==> src/rtl/pitch_pkg.sv <==
// rtl/pitch_pkg.sv - shared pitch types, FSM state encoding and helpers
package pitch_pkg;

  localparam int PITCH_WIDTH = 24;

  typedef logic [PITCH_WIDTH-1:0] pitch_t;

  typedef enum logic [1:0] {
    ST_IDLE,
    ST_SORT,
    ST_DECIDE,
    ST_EMIT
  } state_t;

  function automatic pitch_t abs_diff(pitch_t a, pitch_t b);
    return (a >= b) ? (a - b) : (b - a);
  endfunction

endpackage

==> src/rtl/median_sorter.sv <==
// rtl/median_sorter.sv - odd-even transposition sorter, one pass per cycle
module median_sorter
  import pitch_pkg::*;
#(
  parameter int WINDOW = 5
) (
  input  logic                    clk,
  input  logic                    reset,
  input  logic                    start_i,
  input  pitch_t [WINDOW-1:0]     load_i,
  output logic                    done_o,
  output pitch_t                  median_o
);

  pitch_t [WINDOW-1:0] arr_q;
  pitch_t [WINDOW-1:0] arr_d;
  logic   [3:0]        pass_q;
  logic                busy_q;

  // Even passes swap pairs starting at 0, odd passes pairs starting at 1.
  always_comb begin
    arr_d = arr_q;
    for (int i = 0; i < WINDOW - 1; i++) begin
      if ((i % 2) == int'(pass_q[0])) begin
        if (arr_q[i] > arr_q[i+1]) begin
          arr_d[i]   = arr_q[i+1];
          arr_d[i+1] = arr_q[i];
        end
      end
    end
  end

  assign done_o   = busy_q && (pass_q == 4'(WINDOW - 1));
  assign median_o = arr_q[WINDOW/2];

  always_ff @(posedge clk) begin
    if (reset) begin
      arr_q  <= '0;
      pass_q <= '0;
      busy_q <= 1'b0;
    end else if (start_i) begin
      arr_q  <= load_i;
      pass_q <= '0;
      busy_q <= 1'b1;
    end else if (busy_q) begin
      arr_q  <= arr_d;
      pass_q <= pass_q + 4'd1;
      if (done_o) begin
        busy_q <= 1'b0;
      end
    end
  end

endmodule

==> src/rtl/pitch_tracker.sv <==
// rtl/pitch_tracker.sv - median + hysteresis pitch tracker; PITCH_TRACKER_DBG_EN adds debug ports
module pitch_tracker
  import pitch_pkg::*;
#(
  parameter int     WINDOW       = 5,
  parameter pitch_t HYST         = 24'd4,
  parameter int     UNVOICED_RUN = 3
) (
  input  logic   clk,
  input  logic   reset,
  input  pitch_t pitch_in_tdata_i,
  input  logic   pitch_in_tvalid_i,
  output logic   pitch_in_tready_o,
  output pitch_t pitch_out_tdata_o,
  output logic   pitch_out_tvalid_o,
  input  logic   pitch_out_tready_i
`ifdef PITCH_TRACKER_DBG_EN
  ,
  output pitch_t      dbg_median_o,
  output logic [15:0] dbg_update_count_o
`endif
);

  localparam logic [3:0] FILL_MAX = 4'(WINDOW);
  localparam logic [7:0] ZR_MAX   = 8'(UNVOICED_RUN);

  state_t              state_q;
  logic                ready_q;
  logic                valid_q;
  pitch_t              data_q;
  pitch_t              held_q;
  pitch_t              held_d;
  pitch_t [WINDOW-1:0] window_q;
  pitch_t [WINDOW-1:0] win_shift;
  logic   [3:0]        fill_q;
  logic   [7:0]        zero_run_q;
  logic                accept;
  logic                unvoiced;
  logic                sort_done;
  pitch_t              median;

  assign accept             = (state_q == ST_IDLE) && ready_q && pitch_in_tvalid_i;
  assign unvoiced           = (zero_run_q == ZR_MAX);
  assign pitch_in_tready_o  = ready_q;
  assign pitch_out_tvalid_o = valid_q;
  assign pitch_out_tdata_o  = data_q;

  // Newest sample enters at index 0; the oldest falls off the top.
  always_comb begin
    win_shift    = window_q << PITCH_WIDTH;
    win_shift[0] = pitch_in_tdata_i;
  end

  median_sorter #(
    .WINDOW(WINDOW)
  ) u_sorter (
    .clk      (clk),
    .reset    (reset),
    .start_i  (accept),
    .load_i   (win_shift),
    .done_o   (sort_done),
    .median_o (median)
  );

  always_comb begin
    held_d = held_q;
    if (unvoiced) begin
      held_d = '0;
    end else if (fill_q < FILL_MAX) begin
      held_d = '0;
    end else if ((held_q == '0) && (median != '0)) begin
      held_d = median;
    end else if (abs_diff(median, held_q) > HYST) begin
      held_d = median;
    end
  end

  always_ff @(posedge clk) begin
    if (reset) begin
      state_q    <= ST_IDLE;
      ready_q    <= 1'b0;
      valid_q    <= 1'b0;
      data_q     <= '0;
      held_q     <= '0;
      window_q   <= '0;
      fill_q     <= '0;
      zero_run_q <= '0;
    end else begin
      case (state_q)
        ST_IDLE: begin
          if (accept) begin
            window_q   <= win_shift;
            fill_q     <= (fill_q == FILL_MAX) ? fill_q : fill_q + 4'd1;
            if (pitch_in_tdata_i == '0) begin
              zero_run_q <= (zero_run_q == ZR_MAX) ? zero_run_q : zero_run_q + 8'd1;
            end else begin
              zero_run_q <= '0;
            end
            ready_q <= 1'b0;
            state_q <= ST_SORT;
          end else begin
            ready_q <= 1'b1;
          end
        end
        ST_SORT: begin
          if (sort_done) begin
            state_q <= ST_DECIDE;
          end
        end
        ST_DECIDE: begin
          held_q  <= held_d;
          data_q  <= held_d;
          valid_q <= 1'b1;
          if (unvoiced) begin
            window_q <= '0;
            fill_q   <= '0;
          end
          state_q <= ST_EMIT;
        end
        ST_EMIT: begin
          if (pitch_out_tready_i) begin
            valid_q <= 1'b0;
            ready_q <= 1'b1;
            state_q <= ST_IDLE;
          end
        end
        default: state_q <= ST_IDLE;
      endcase
    end
  end

`ifdef PITCH_TRACKER_DBG_EN
  pitch_t      dbg_median_q;
  logic [15:0] dbg_update_count_q;

  always_ff @(posedge clk) begin
    if (reset) begin
      dbg_median_q       <= '0;
      dbg_update_count_q <= '0;
    end else if (state_q == ST_DECIDE) begin
      dbg_median_q <= median;
      if (held_d != held_q) begin
        dbg_update_count_q <= dbg_update_count_q + 16'd1;
      end
    end
  end

  assign dbg_median_o       = dbg_median_q;
  assign dbg_update_count_o = dbg_update_count_q;
`endif

endmodule
==> config.mk <==
export PLATFORM = sky130hd
export DESIGN_NAME = pitch_tracker
export DESIGN_NICKNAME = d
export VERILOG_FILES = /design/src/rtl/pitch_pkg.sv /design/src/rtl/median_sorter.sv /design/src/rtl/pitch_tracker.sv
export SDC_FILE = /design/constraint.sdc
export NUM_CORES = 1
export LEC_CHECK = 0
export ABC_CLOCK_PERIOD_IN_PS = 10200
export BUFFER_PORTS_ARGS = -buffer_cell sky130_fd_sc_hd__buf_2
export CAP_MARGIN = 20
export CORE_MARGIN = 10
export CORE_UTILIZATION = 40
export DETAILED_ROUTE_END_ITERATION = 16
export GPL_TIMING_DRIVEN = 1
export RECOVER_POWER = 25
export REMOVE_ABC_BUFFERS = 1
export SLEW_MARGIN = 30
export SYNTH_ARGS = -nofsm -noshare
export SYNTH_HDL_FRONTEND = slang
export SYNTH_SLANG_ARGS = --single-unit
==> constraint.sdc <==
create_clock -name clk -period 10.2 [get_ports clk]
set_input_delay 2.04 -clock clk [delete_from_list [all_inputs] [get_ports clk]]
set_output_delay 2.04 -clock clk [all_outputs]
set_load 0.05 [all_outputs]
==> flow_summary.yaml, run 1 <==
run_status:
  status: "finished with violations"
  violations: "max-capacitance violations, max-slew violations"
critical_path:
  slowest_stage: "clkbuf_1"
  critPathCaptureType: "register"
  crit_required_ps: 10680
  r2r_start: "state_q[1]"
  critical-path-top-delay-family: "buffers and inverters"
  crit_path_frequent_cell: "clkbuf_1"
  path_buf_inv: 2
  worstSetupPathType: "in -> reg"
  path_cells: "clkbuf_1 -> a21boi_0 -> a211o_2 -> clkbuf_1 -> o21ai_0 -> a21oi_1"
  start_kind: "input port"
  max_stage_delay_ps: 3170
  arrival_ps: 6760
  rr_endpoint: "fill_q[3]"
  r2r_cells: 7
  critPathMaxFanout: 97
  regToRegSetupSlack_ps: 4770
cts:
  cts_hold_buf: 0
  cts_root_buf: "clkbuf_16"
  cts_resized: 0
  htreeDepth: 1
  cts_buffers: 29
  clk_pin_slew_ps: 60
  cts_tree: "yes"
  cts_sinks: 261
  insertion_delay_ps: 570
  postCtsSetupRepairBufs: 0
  cts_buffer_depth: 3
pwr:
  p_leak_nw: 7.543
  power.density_nw_per_um2: 286.9
  ir_drop_v: 0.0004498
route:
  ant_nets: 0
  wl_met1_mm: 25.46
  drt_wl_total_mm: 56.93
  dr.max_layer_used: "met4"
  route.met2.wl_mm: 26.02
  met3_length_mm: 3.814
  via_count: 16210
  drc_errors: 0
  drtIter0Drc: 1413
  first_pass_iters: 5
  viasPerCell: 6.046
  avgRoutedWirePerCell_um: 21.23
synth:
  synth_compound_area_share_pct: 24.35
  synth_flop_cell: "dfxtp_1"
  synthSimpleGateAreaFrac_pct: 21.20
  synth_mux_area_share_pct: 3.551
  avgSynthCellArea_um2: 7.839
  synth_fa_ha_area_share_pct: 11.53
  synthArstFlopShare_pct: 0
  synth_top_area_cell: "dfxtp_1"
  synth_edf_count: 0
  synth_top_family_by_area: "compound AO/OA/AOI/OAI gates"
  synthCells: 2162
  ys_seq_area_share_pct: 30.83
  synth_xor_area_share_pct: 1.395
  ys_ff_latch: 261
  synth_top_area_share_pct: 30.83
  synth.area.top_cells: "dfxtp_1 (31%), ha_1 (11%), a21oi_1 (6.7%)"
  synth_area_um2: 16950
  synth.distinct_cells: 82
  yosys_warnings: 0
placed_design:
  placed_area_um2: 17490
  gp_congestion: 0.9355
  port_buffers: 53
  dpl.hpwl_mm: 39.87
floorplanning:
  num_rows: 75
  die_h_um: 225.8
  start_util_pct: 40.40
  coreArea_um2: 41950
  die-area_um2: 51000
  ios: 54
  die_w_um: 225.8
cells_and_area:
  final_layout_size_suffix_gt1_share_pct: 8.411
  multiInputGateArea_um2: 10600
  final_cell_mix: "dfxtp_1 (260), a21oi_1 (225), nand2_1 (188)"
  nets: 2300
  final_core_util_pct: 43.99
  layout_commonest_cell: "dfxtp_1"
  final-seq-area_um2: 5226
  fillers: 4251
  fin_area_um2: 18450
  area_growth_pct: 8.882
grt:
  grt_pass1_wl_mm: 88.78
  gr-total-overflow: 0
  grt_pass1_vias: 15630
  antenna_found_initial: 3
  grt_util_all_layers_pct: 21.58
  grt_max_degree: 99
sta:
  worst_pin_slew_ps: 4576
  setup_viol_count_final: 0
  final-hold-violation-count: 0
  finalSetupTns_ps: 0
  max_slew_margin_pct: -205.1
  rsz0062_at_grt: "no"
  finalClockSkew_ps: 11.14
  max_freq_mhz: 159.4
  fin_crit_sh_pct: 61.50
  maxSlewViolCount: 98
  period_minus_slack_ps: 6273
hold_path:
  holdPathEnd: "win_shift[118]"
  hold_depth: 2
  hold_start: "win_shift[118]"
  worst_hold_path_type: "reg -> reg"
job:
  cap_violations: 1
-- synthesized netlist by cell type (25+ instances only) --
cell and count:
nand2b_1 29, o221ai_1 25, a221o_1 25, dfxtp_1 261
clkbuf_1 118, inv_1 142, nor2_1 168, nor3_1 90
o21ai_0 79, nand3_1 139, mux2i_1 55, or3_1 26
ha_1 153, a211oi_1 81, a21oi_1 227, nand4_1 42
nand2_1 190, a21o_1 55
-- registers in the layout, summed over array words and instances, names as in the netlist --
signal	flops
pitch_out_tvalid_o	1
state_q	2
held_q	24
u_sorter.pass_q	4
win_shift	96
u_sorter.busy_q	1
pitch_in_tready_o	1
zero_run_q	8
u_sorter.arr_q	96
fill_q	4
u_sorter.median_o	24
-- metal layers --
| layer | global-route usage, % | vias to the layer above |
|---|---|---|
| li1 | - | 7708 |
| met1 | 29.08 | 7851 |
| met2 | 34.62 | 558 |
| met3 | 2.646 | 93 |
| met4 | 7.908 | 0 |
| met5 | 0 | - |
-- metrics by stage --
| stage | setup WS [ps] | hold WS [ps] | instances | power (mW) |
|---|---|---|---|---|
| 2_1_floorplan | 1036 | 426.2 | 2009 | 3.262 |
| 3_3_place_gp | 5573 | 438.6 | 2624 | 4.162 |
| 3_5_place_dp | 5598 | 445.5 | 2624 | 4.184 |
| 4_1_cts | 5706 | 453.6 | 2678 | 5.248 |
| 5_1_grt | 3550 | 463.4 | 2679 | 5.622 |
| 6_report | 3927 | 452.5 | 2681 | 5.294 |
-- where the power goes --
| part | switching (mW) | internal, mW |
|---|---|---|
| registers | 0.226 | 1.21 |
| logic | 1.85 | 0.960 |
| clock network | 0.450 | 0.605 |
-- how the worst max path moves through the flow --
| stage | endpoint | start | cells after the start |
|---|---|---|---|
| after global routing | fill_q[3] | pitch_in_tvalid_i | 6 |
| after floorplan | fill_q[3] | pitch_in_tvalid_i | 5 |
| final | fill_q[3] | pitch_in_tvalid_i | 6 |
| after global placement | u_sorter.arr_q[24] | pitch_in_tvalid_i | 8 |
| after CTS | held_q[2] | u_sorter.median_o[0] | 14 |
| after detailed placement | u_sorter.median_o[0] | pitch_in_tvalid_i | 8 |
-- kinds of logic (layout without fill, tap and decap cells) --
family,after synthesis,in the layout
and+or+nand+nor,751,751
AOI/OAI and AO/OA,613,613
buffers and inverters,296,274
DFF,261,261
adders and majority gates,155,155
muxes,59,59
xor gates and xnor gates,27,27
other,0,2
-- worst min-delay path, delay by kind of cell (launching register included) --
family	cells	cell delay, ps
AND/OR/NAND/NOR	1	50
flip-flops	1	310
AO/OA/AOI/OAI	1	50
-- cell type report --
type	count	share of cell area [%]
antenna	2	0.02712
clock buffer	41	4.611
clock inverter	13	0.5492
inverter	143	2.916
multi-input combinational	1605	57.47
sequential	261	28.32
tap	539	3.655
timing repair buffer	77	2.455
Power figures use the tool's default switching activity.
==> run 2, diff against run 1 <==
Settings changed: ABC_CLOCK_PERIOD_IN_PS 10200 to 6530.
Clock period 10.2 ns to 6.53 ns, I/O delays scaled along.
==> run 2 against run 1 <==
  * Critical endpoint is now zero_run_q[0]
  * Largest power group unchanged
  * Clock power increased by 73%
  * Highest routed layer unchanged
  * The run still ends with max-capacitance violations, max-slew violations left
  * Combinational power increased by 55%
  * Critical path type unchanged
  * Sequential cell count unchanged
==> flow_summary.yaml, run 2 (synthesis gave the netlist of run 1 again) <==
floorplanning:
  die_w_um: 225.8
  die-area_um2: 51000
  num_rows: 75
  ios: 54
  coreArea_um2: 41950
  start_util_pct: 40.40
  die_h_um: 225.8
cts:
  cts_hold_buf: 0
  cts_sinks: 261
  cts_buffer_depth: 3
  postCtsSetupRepairBufs: 0
  cts_root_buf: "clkbuf_16"
  cts_resized: 0
  htreeDepth: 1
  cts_buffers: 30
  insertion_delay_ps: 580
  clk_pin_slew_ps: 60
  cts_tree: "yes"
route:
  viasPerCell: 6.075
  first_pass_iters: 6
  drc_errors: 0
  ant_nets: 0
  via_count: 16250
  drt_wl_total_mm: 58.21
  avgRoutedWirePerCell_um: 21.76
  drtIter0Drc: 1327
grt:
  gr-total-overflow: 0
  grt_pass1_vias: 15550
  grt_pass1_wl_mm: 89.58
  grt_max_degree: 92
  grt_util_all_layers_pct: 21.98
  antenna_found_initial: 0
placed_design:
  place_ws_ps: 1824
  port_buffers: 53
  dp.cells: 2622
  dpl.hpwl_mm: 42.19
  gp_congestion: 0.9263
cells_and_area:
  fillers: 4214
  area_growth_pct: 9.140
  layout_commonest_cell: "dfxtp_1"
  nets: 2298
  final_layout_size_suffix_gt1_share_pct: 7.260
  final_cell_mix: "dfxtp_1 (260), a21oi_1 (225), nand2_1 (188)"
  stdcell_count: 2675
critical_path:
  start_kind: "input port"
  worstSetupPathType: "in -> reg"
  crit_required_ps: 6970
  critPathCaptureType: "register"
  critPathMaxFanout: 63
  arrival_ps: 5350
sta:
  finalClockSkew_ps: 21.40
  timing.final.ws_setup_ps: 1623
  maxSlewViolCount: 222
  setup_viol_count_final: 0
  max_slew_margin_pct: -93.44
  worst_pin_slew_ps: 2902
  whs_ps: 451.2
  max_freq_mhz: 203.8
  rsz0062_at_grt: "no"
  final-hold-violation-count: 0
  fin_crit_sh_pct: 75.14
  period_minus_slack_ps: 4907
run_status:
  status: "finished with violations"
  violations: "max-capacitance violations, max-slew violations"
hold_path:
  worst_hold_path_type: "reg -> reg"
job:
  cap_violations: 4
pwr:
  ir_drop_v: 0.0003303
  finalPower_mw: 8.416
  p_leak_nw: 7.480
  power.density_nw_per_um2: 455.0
-- run 2: layout make-up --
cell class | count | area [um2] | share of cell area (%)
antenna | 1 | 2.502 | 0.01353
clock buffer | 36 | 803.3 | 4.343
tap | 539 | 674.4 | 3.646
multi-input combinational | 1605 | 10610 | 57.38
timing repair buffer | 74 | 391.6 | 2.117
sequential | 261 | 5226 | 28.26
inverter | 143 | 538.0 | 2.909
clock inverter | 16 | 247.7 | 1.339
-- run 2: critical path, cell delays in order --
cell      delay (ps)
clkbuf_1         100
and3_1           900
clkbuf_1        2130
o21ai_0          520
mux2i_1          320
nor2_1            60
-- run 2: where the power goes --
part | internal (mW) | switching (mW)
clock network | 1.11 | 0.712
logic | 1.48 | 2.87
registers | 1.88 | 0.355
-- run 2: per-layer routing --
metal | vias up | share of wire (%) | GRT usage (%)
met5 | - | 0 | 0
met4 | 0 | 4.3 | 10.15
met3 | 136 | 6.1 | 2.646
met2 | 555 | 46 | 35.88
met1 | 7841 | 44 | 28.40
li1 | 7718 | - | -
-- run 2: path summary, 6_finish.rpt --
| kind | startpoint | to | slack [ps] | cells past startpoint |
|---|---|---|---|---|
| worst max-delay path | pitch_in_tvalid_i | zero_run_q[0] | 1620 | 6 |
| worst min-delay path | win_shift[100] | win_shift[100] | 450 | 2 |
| worst max register to register | state_q[0] | zero_run_q[0] | 1760 | 7 |
| worst min register to register | win_shift[100] | win_shift[100] | 450 | 2 |
-- run 2: metrics by stage --
step	TNS (ps)	cell area [um2]	utilization, %
after global placement	0	17480	41.68
after CTS	0	18550	44.21
final	0	18500	44.10
after floorplan	-82700	16270	-
after global routing	0	18490	44.09
after detailed placement	0	17490	41.71
